### src/rtl/pwm_channel_bank.sv
// Sixteen-channel PWM bank. All channels share one prescaler, one phase counter
// and one duty shadow, so every PWM-mode channel rises together at phase 0.
module pwm_channel_bank #(
    parameter int unsigned PRESCALE = 13
) (
    input  logic       clk,
    input  logic       rst_n,
    input  logic [7:0] en_reg_out_7_0,
    input  logic [7:0] en_reg_out_15_8,
    input  logic [7:0] en_reg_pwm_7_0,
    input  logic [7:0] en_reg_pwm_15_8,
    input  logic [7:0] pwm_duty_cycle,
    output logic [15:0] out,
    output logic       period_start
);

    localparam int unsigned CNT_W   = 16;
    localparam int unsigned PHASE_W = 8;
    localparam int unsigned N_CH    = 16;

    logic [CNT_W-1:0]   pre_cnt;
    logic [PHASE_W-1:0] phase;
    logic [PHASE_W-1:0] shadow;
    logic               wrap_q;

    logic               tick_c;
    logic               wrap_c;
    logic               pwm_level_c;
    logic [N_CH-1:0]    en_out_c;
    logic [N_CH-1:0]    en_pwm_c;
    logic [N_CH-1:0]    out_next_c;

    // Step timing and period boundary detection.
    always_comb begin
        tick_c      = (pre_cnt == CNT_W'(PRESCALE - 1));
        wrap_c      = tick_c && (phase == {PHASE_W{1'b1}});
        pwm_level_c = (shadow == {PHASE_W{1'b1}}) || (phase < shadow);
    end

    // Per-channel level: disabled -> 0, static -> 1, PWM mode -> shared level.
    always_comb begin
        en_out_c   = {en_reg_out_15_8, en_reg_out_7_0};
        en_pwm_c   = {en_reg_pwm_15_8, en_reg_pwm_7_0};
        out_next_c = en_out_c & (~en_pwm_c | {N_CH{pwm_level_c}});
    end

    always_ff @(posedge clk or negedge rst_n) begin
        if (!rst_n) begin
            pre_cnt <= '0;
            phase   <= '0;
            shadow  <= '0;
        end else begin
            pre_cnt <= tick_c ? '0 : pre_cnt + CNT_W'(1);
            if (tick_c) begin
                phase <= phase + PHASE_W'(1);
            end
            // Duty is only sampled at the wrap so a period is never cut short.
            if (wrap_c) begin
                shadow <= pwm_duty_cycle;
            end
        end
    end

    // wrap_q delays the pulse one cycle so it lines up with out showing phase 0.
    always_ff @(posedge clk or negedge rst_n) begin
        if (!rst_n) begin
            wrap_q       <= 1'b0;
            period_start <= 1'b0;
            out          <= '0;
        end else begin
            wrap_q       <= wrap_c;
            period_start <= wrap_q;
            out          <= out_next_c;
        end
    end

endmodule
### config.mk
export PLATFORM = sky130hd
export DESIGN_NAME = pwm_channel_bank
export DESIGN_NICKNAME = d
export VERILOG_FILES = /design/src/rtl/pwm_channel_bank.sv
export SDC_FILE = /design/constraint.sdc
export NUM_CORES = 1
export LEC_CHECK = 0
export CAP_MARGIN = 10
export CORE_MARGIN = 1
export CORE_UTILIZATION = 35
export CTS_CLUSTER_DIAMETER = 40
export DETAILED_ROUTE_END_ITERATION = 16
export SLEW_MARGIN = 0
export SYNTH_ARGS = -nofsm -noshare
export SYNTH_HDL_FRONTEND = slang
export SYNTH_SLANG_ARGS = --single-unit
### constraint.sdc
create_clock -name clk -period 2.3 [get_ports clk]
set_clock_uncertainty 0.1 [all_clocks]
set_input_delay 0.23 -clock clk [delete_from_list [all_inputs] [get_ports clk]]
set_output_delay 0.23 -clock clk [all_outputs]
set_load 0.01 [all_outputs]
==> Yosys cells after proc, flatten, opt, wreduce, memory -nomap -nowiden <==
Index checks and enable logic that the tools add are counted.
{ "classes": {"addsub": 2, "n_lt_le_gt_ge": 1, "n_eq_ne": 3, "muxes": 1, "n_bitwise": 3, "reduce_logical": 2} }
{ "op_table": {"columns": ["cell", "count"], "rows": [
  ["adder 16 x 1 -> 16 bit, second input constant", 1],
  ["AND 16 bit", 1],
  ["equality test 16 x 4 -> 1 bit, second input constant", 1],
  ["equality test 8 bit, second input constant", 2],
  ["two-way mux 16 bit", 1],
  ["inverter 16 bit", 1],
  ["OR 16 bit", 1],
  ["adder 8 x 1 -> 8 bit, second input constant", 1],
  ["< comparator 8 bit", 1],
  ["logical AND 1 bit", 1],
  ["logical OR 1 bit", 1]
]} }
{ "word_totals": {"register_bits": 50, "input_bits": 42, "output_inout_bits": 17, "wordCells": 18} }

==> Depth between registers and ports, before layout <==
Gate-level depths: netlist of run 1.
{ "logic_depth": {"word_depth": 4, "mapped_depth": 7, "ltp_nobuf": 6} }

==> Worst setup path after synthesis of run 1 <==
Ideal clock, no wire load.
{ "synth_path": {"path_kind": "register -> register", "from": "register phase[6]", "to": "register out[10]", "setup_time_ns": 0.078, "arrival_time_ns": 1.714, "required_time_ns": 2.122, "slack_ns": 0.408, "stages_incl_launch_ff": 7, "path_buffers": 1, "period_less_slack_ns": 1.892, "cell_sequence": "dfrtp_1 -> ha_1 -> and3_1 -> a221oi_1 -> o32ai_2 -> buf_2 -> a21boi_1"} }
{ "synth_between": {"elab_chain_cells": 4} }
{ "synth_rtl": {"columns": ["element", "line", "source"], "rows": [
  ["start: declaration", "22", "logic [PHASE_W-1:0] phase;"],
  ["start signal: assignment", "55", "phase <= phase + PHASE_W'(1);"],
  ["< comparator 8 bit", "37", "pwm_level_c = (shadow == {PHASE_W{1'b1}}) || (phase < shadow);"],
  ["logical OR 1 bit", "37", null],
  ["OR 16 bit", "44", "out_next_c = en_out_c & (~en_pwm_c | {N_CH{pwm_level_c}});"],
  ["AND 16 bit", "44", null],
  ["net out_next_c[10]", "31", "logic [N_CH-1:0] out_next_c;"],
  ["end signal: assignment", "73", "out <= out_next_c;"],
  ["end: declaration", "13", "output logic [15:0] out,"]
]} }
The timed path passes the listed nets, and every way through them passes these cells.
A chain may end at the register's enable or synchronous reset.

==> Worst setup path in the final report of run 1 <==
{ "layout_path": {"from": "register phase[6]", "to": "register out[15]"} }
The elaborated chain is that of the path after synthesis.

==> results of run 1 <==
-- flip-flops by register name, indices dropped and copies added (netlist names) --
signal / cells
phase: 8
wrap_q: 1
pre_cnt: 16
shadow: 8
period_start: 1
out: 16
-- synthesized netlist by cell type, drive strengths merged --
master / number / area, um2
o32ai: 1 / 16.3
xnor2: 16 / 148
nand2b: 1 / 6.26
nor3: 3 / 15.0
and4bb: 1 / 12.5
a2111oi: 1 / 10.0
nand2: 11 / 41.3
nor2b: 1 / 6.26
or4: 1 / 11.3
a221oi: 1 / 8.76
nor2: 12 / 45.0
nand3: 9 / 45.0
nor4b: 1 / 15.0
inv: 10 / 37.5
mux2: 9 / 101
buf: 2 / 10.0
dfrtp: 50 / 1250
nand4: 8 / 65.1
and4: 2 / 17.5
ha: 10 / 125
a21o: 1 / 7.51
o21a: 1 / 7.51
xor2: 5 / 43.8
a21boi: 16 / 120
nor4: 1 / 12.5
o211ai: 1 / 7.51
and3: 2 / 12.5
or3: 1 / 6.26
-- worst max path at each step --
stage          startpoint  endpoint  slack [ns]  cells after the start
2_1_floorplan    phase[6]   out[10]        0.41                      6
4_1_cts          phase[6]   out[15]        0.18                      5
3_5_place_dp     phase[6]    out[4]       -0.07                      5
3_3_place_gp     phase[6]    out[3]       -0.03                      5
6_report         phase[6]   out[15]        0.16                      5
5_1_grt          phase[6]   out[15]        0.04                      5
-- layer usage --
layer | vias up | share of wire (%) | GRT usage [%]
met3 | 5 | 7.3 | 4.94
met4 | 0 | 1.8 | 6.43
met2 | 46 | 44 | 21.8
met5 | - | 0 | 0
li1 | 750 | - | -
met1 | 717 | 47 | 19.2
-- cells in the final DEF (no fill, tap or decap), types with 2 or more instances in the layout --
cell type        count
nand4_1              7
xor2_1               5
a21boi_0             6
clkdlybuf4s50_1     57
mux2_2               9
nand2_1             11
buf_4                3
clkbuf_8             5
and4_1               2
nor3_1               3
a21boi_1            10
xnor2_1             15
and3_1               2
nor2_1              12
inv_1               10
dfrtp_1             50
ha_1                10
nand3_1              9
-- stage by stage --
stage / cells / hold WS (ns)
after floorplan: 178 / -0.166
after global placement: 313 / 0.140
after detailed placement: 313 / 0.140
after CTS: 322 / 0.257
after global routing: 322 / 0.262
final: 322 / 0.254
-- logic make-up after synthesis --
| family | share of synthesized area, % |
|---|---|
| compound gates | 8.05 |
| xor+xnor | 8.68 |
| fa+ha+maj | 5.67 |
| buf+inv | 2.16 |
| flops | 56.7 |
| mux | 4.59 |
| simple gates | 14.1 |
-- layout make-up --
| type | instances | area, um2 |
|---|---|---|
| clock buffers | 6 | 72.6 |
| clock inverters | 2 | 37.5 |
| fillers | 556 | 2950 |
| inverters | 10 | 37.5 |
| multi-input cells | 116 | 918 |
| flip-flops and latches | 50 | 1250 |
| well taps | 75 | 93.8 |
| repair buffers | 63 | 628 |
-- power breakdown --
part | switching (mW) | internal, mW
registers | 0.00943 | 0.900
clock network | 0.293 | 0.325
logic | 0.0511 | 0.106
total | 0.354 | 1.33
-- what timing repair did --
| action | CTS | global route |
|---|---|---|
| gates resized for setup | 1 | 0 |
| hold buffers | 1 | 0 |
| endpoints found under the setup margin | 12 | 0 |
| hold endpoints to repair | 50 | 0 |
-- critical path, stage by stage, from the launching register on --
cell	delay [ns]
dfrtp_1	0.47
ha_1	0.34
and3_1	0.20
a221oi_1	0.44
o32ai_4	0.27
a21boi_0	0.24
==> impl_metrics.ini, run 1 <==
[global_route]
grt_pass1_wl_mm = 7.19
antenna_found_initial = 0
gr-usage-all-layers_pct = 14.7
grt_max_degree = 51
grt-ovfl-total = 0
grt_pass1_vias = 1514

[hold_path]
holdPathEnd = period_start
hp-start = wrap_q
hold_path_depth = 0
hp-class = flop to flop

[power_and_ir_drop]
power.total_mw = 1.68
power_leakage_nw = 1.33
vdd.ir_drop.worst_mv = 0.317
p_per_area_nw_per_um2 = 554

[layout]
fin_util_pct = 50.7
area_delta_synth_final_pct = 37.8
final_cell_area_um2 = 3040
drive_gt1_share_pct = 10.9
nNetsFinal = 298
n_antenna_cell = 0

[die]
die_width_um = 81.4
initial_utilization_pct = 36.8
io_pins = 59
row_count = 28
coreArea_um2 = 5990
dieArea_um2 = 6620
die_y_um = 81.4

[route]
vias = 1518
drcViolationCount = 0
avgViaCountPerCell = 4.71
drt_wl_total_mm = 4.13
drtPass1Iterations = 4
drt_iter0_drc = 60
ant_nets = 0
wl_per_cell_um = 12.8

[synth]
ys_ff_latch = 50
syn-num-nets = 230
yosysWarningCount = 0
yosysUniqueCellTypes = 31
avgSynthCellArea_um2 = 12.4
yosysSeqAreaShare_pct = 56.7
syn_inst = 178
syn_area_um2 = 2210

[worst_setup_path]
reg2reg_from = phase[6]
ff2ff_path_depth = 5
r2r_slack_ns = 0.16
worst_setup_path_start_kind = flop
worstSetupPathType = flop to flop
r2r_end = out[15]
arrival_ns = 2.26
endpoint_kind = flop
required_ns = 2.42
cp_max_fo = 16

[timing]
timing.fmax_ghz = 0.467
drv_slew = 0
fin_crit_sh_pct = 93.1
worst_slew_pin_slew_ns = 0.664
finalHoldViolCount = 0
finalCriticalPeriod_ns = 2.14
setup_slack_ns = 0.158
rsz0062_at_grt = false
setup_viol = 0
fin_setup_tns_ns = 0
relSlewSlack_pct = 55.6

[placement]
portBuffers = 58
hpwl_mm = 2.99
gp_congestion = 0.681
place_ws_ns = -0.0749
placedInstanceArea_um2 = 2910

[status]
status = complete, no violations

[clocking]
tritoncts.num_buffers = 5
post-cts-setup-buffers = 0
clk_latency_ns = 0.30
cts_max_path_buffers = 2
htreeDepth = 2
cts_tree = done
clkTransAtPathRegs_ns = 0.09
cts.sinks = 50
cts_root_buffer = clkbuf_8

[job]
cap_violations = 0
Note: power is estimated with default switching activity, not from simulation.
==> inputs of run 2 (changes only) <==
--- a/config.mk
+++ b/config.mk
@@ -8,7 +8,8 @@
 export CAP_MARGIN = 10
 export CORE_MARGIN = 1
 export CORE_UTILIZATION = 35
-export CTS_CLUSTER_DIAMETER = 40
+export CTS_BUF_LIST = sky130_fd_sc_hd__clkbuf_4 sky130_fd_sc_hd__clkbuf_8 sky130_fd_sc_hd__clkbuf_16
+export CTS_CLUSTER_DIAMETER = 200
 export DETAILED_ROUTE_END_ITERATION = 16
 export SLEW_MARGIN = 0
 export SYNTH_ARGS = -nofsm -noshare
==> constraint.sdc (replaced) <==
create_clock -name clk -period 2.3 [get_ports clk]
set_clock_uncertainty 0.1 [all_clocks]
set_input_delay 0.46 -clock clk [delete_from_list [all_inputs] [get_ports clk]]
set_output_delay 0.46 -clock clk [all_outputs]
set_load 0.01 [all_outputs]
==> run 2 against run 1 <==
  * Non-clock buffer count fell by 1
  * Routed wire length rose by 0.56%
  * Sequential power barely moved
  * Maximum frequency rose by 0.75%
  * Critical path type unchanged
  * Critical endpoint is now out[0]
  * Highest routed layer unchanged
==> impl_metrics.ini, run 2 (synthesis results as in run 1) <==
[status]
status = complete, no violations

[timing]
relSlewSlack_pct = 55.1
finalHoldViolCount = 0
timing.fmax_ghz = 0.470
setup_viol = 0
finalCriticalPeriod_ns = 2.13
drv_slew = 0
worst_slew_pin_slew_ns = 0.671
rsz0062_at_grt = false
fin_setup_tns_ns = 0
fin_crit_sh_pct = 92.4

[clocking]
post-cts-setup-buffers = 0
cts_root_buffer = clkbuf_8
cts_tree = done
clkTransAtPathRegs_ns = 0.09
htreeDepth = 2
ctsHoldBuffers = 0
clk_latency_ns = 0.30
cts.sinks = 50
cts_max_path_buffers = 2
tritoncts.num_buffers = 5

[placement]
portBuffers = 58
place_inst = 313
placedInstanceArea_um2 = 2910
hpwl_mm = 3.11
gp_congestion = 0.725

[worst_setup_path]
r2r_slack_ns = 0.17
crit_path_start = phase[6]
reg2reg_from = phase[6]
required_ns = 2.42
critPathCapture = out[0]
ff2ff_path_depth = 5
worst_setup_path_start_kind = flop
endpoint_kind = flop
arrival_ns = 2.24
cp_max_fo = 16
worstSetupPathType = flop to flop
r2r_end = out[0]

[die]
initial_utilization_pct = 36.8
die_width_um = 81.4
row_count = 28
dieArea_um2 = 6620
io_pins = 59
die_y_um = 81.4
coreArea_um2 = 5990

[power_and_ir_drop]
p_seq_share_pct = 56.9
p_per_area_nw_per_um2 = 530
internal-power_mw = 1.25
vdd.ir_drop.worst_mv = 0.354
swShare_pct = 22.0
p_sw_mw = 0.352
power_leakage_nw = 1.32
p_comb_share_pct = 9.8
clock_power_share_pct = 33.3

[route]
avgViaCountPerCell = 4.70
drtPass1Iterations = 4
vias = 1510
drt_iter0_drc = 78
ant_nets = 0
wl_per_cell_um = 12.9
drt_wl_total_mm = 4.16
drcViolationCount = 0

[layout]
most-common-layout-cells = clkdlybuf4s50_1, dfrtp_1, xnor2_1
final_common_cell = clkdlybuf4s50_1
n_antenna_cell = 0
nNetsFinal = 297
drive_gt1_share_pct = 11.4
largestRegisters = out: 16 flops, pre_cnt: 16 flops
area_delta_synth_final_pct = 36.6
nFillCells = 548
final_cell_area_um2 = 3010
stdcell_count = 321

[global_route]
gr-usage-all-layers_pct = 14.9
grt-ovfl-total = 0
antenna_found_initial = 0
grt_pass1_wl_mm = 7.34
grt_max_degree = 31
grt_pass1_vias = 1606

[hold_path]
hp-class = input port to asynchronous set/reset pin

[job]
cap_violations = 0
==> run 2: cell count changes in the layout (fill, tap and decap cells not counted) <==
cell           change
bufinv_16          -1
clkbuf_1           -1
clkbuf_8           +1
clkinv_2           +1
dlygate4sd3_1      -1
==> run 2: repair_timing <==
action | in CTS | in global routing
gates resized for setup | 1 | 0
setup endpoints to repair | 8 | 1
pin swaps | 0 | 1
==> run 2: area by class of cell <==
cell class | instances | area [um2] | share of cell area, %
Clock buffer | 6 | 82.6 | 2.74
Clock inverter | 2 | 12.5 | 0.415
Inverter | 10 | 37.5 | 1.25
Multi-Input combinational cell | 116 | 918 | 30.5
Sequential cell | 50 | 1250 | 41.5
Tap cell | 75 | 93.8 | 3.11
Timing Repair Buffer | 62 | 618 | 20.5
==> run 2: metrics by stage <==
step           hold slack (ns)  power, mW  worst slack, ns  util, %
6_report                0.0225       1.60            0.174     50.3
5_1_grt                 0.0489       1.68         0.000157     50.3
4_1_cts                 0.0337       1.63            0.120     50.3
3_5_place_dp             0.242       1.09          -0.0592     48.5
3_3_place_gp             0.234       1.08          -0.0315     48.5
2_1_floorplan           0.0644      0.960            0.408        -
==> run 2: power by group through the flow <==
stage	sequential (mW)	clock, mW	combinational, mW
2_1_floorplan	0.933	0	0.0261
3_3_place_gp	0.926	0	0.157
3_5_place_dp	0.927	0	0.159
4_1_cts	0.910	0.557	0.161
5_1_grt	0.912	0.591	0.173
6_report	0.909	0.533	0.156
==> run 2: worst max-delay path: stages, from the launching register on <==
cell	delay (ns)
dfrtp_1	0.47
ha_1	0.33
and3_1	0.20
a221oi_1	0.43
o32ai_4	0.27
a21boi_0	0.24
==> run 2: how the worst min path moves through the flow <==
stage | from | endpoint | slack [ns] | cells past startpoint
final | rst_n | pre_cnt[0] | 0.02 | 1
after global routing | rst_n | period_start | 0.05 | 1
after CTS | rst_n | phase[2] | 0.03 | 1
after detailed placement | wrap_q | period_start | 0.24 | 0
after global placement | wrap_q | period_start | 0.23 | 0
after floorplan | rst_n | out[0] | 0.06 | 0
==> run 2: per-layer routing <==
metal / track usage, % / vias up / share of wire [%]
li1: - / 748 / -
met1: 19.7 / 719 / 47
met2: 22.1 / 41 / 45
met3: 5.17 / 2 / 6.6
met4: 6.43 / 0 / 0.99
met5: 0 / - / 0
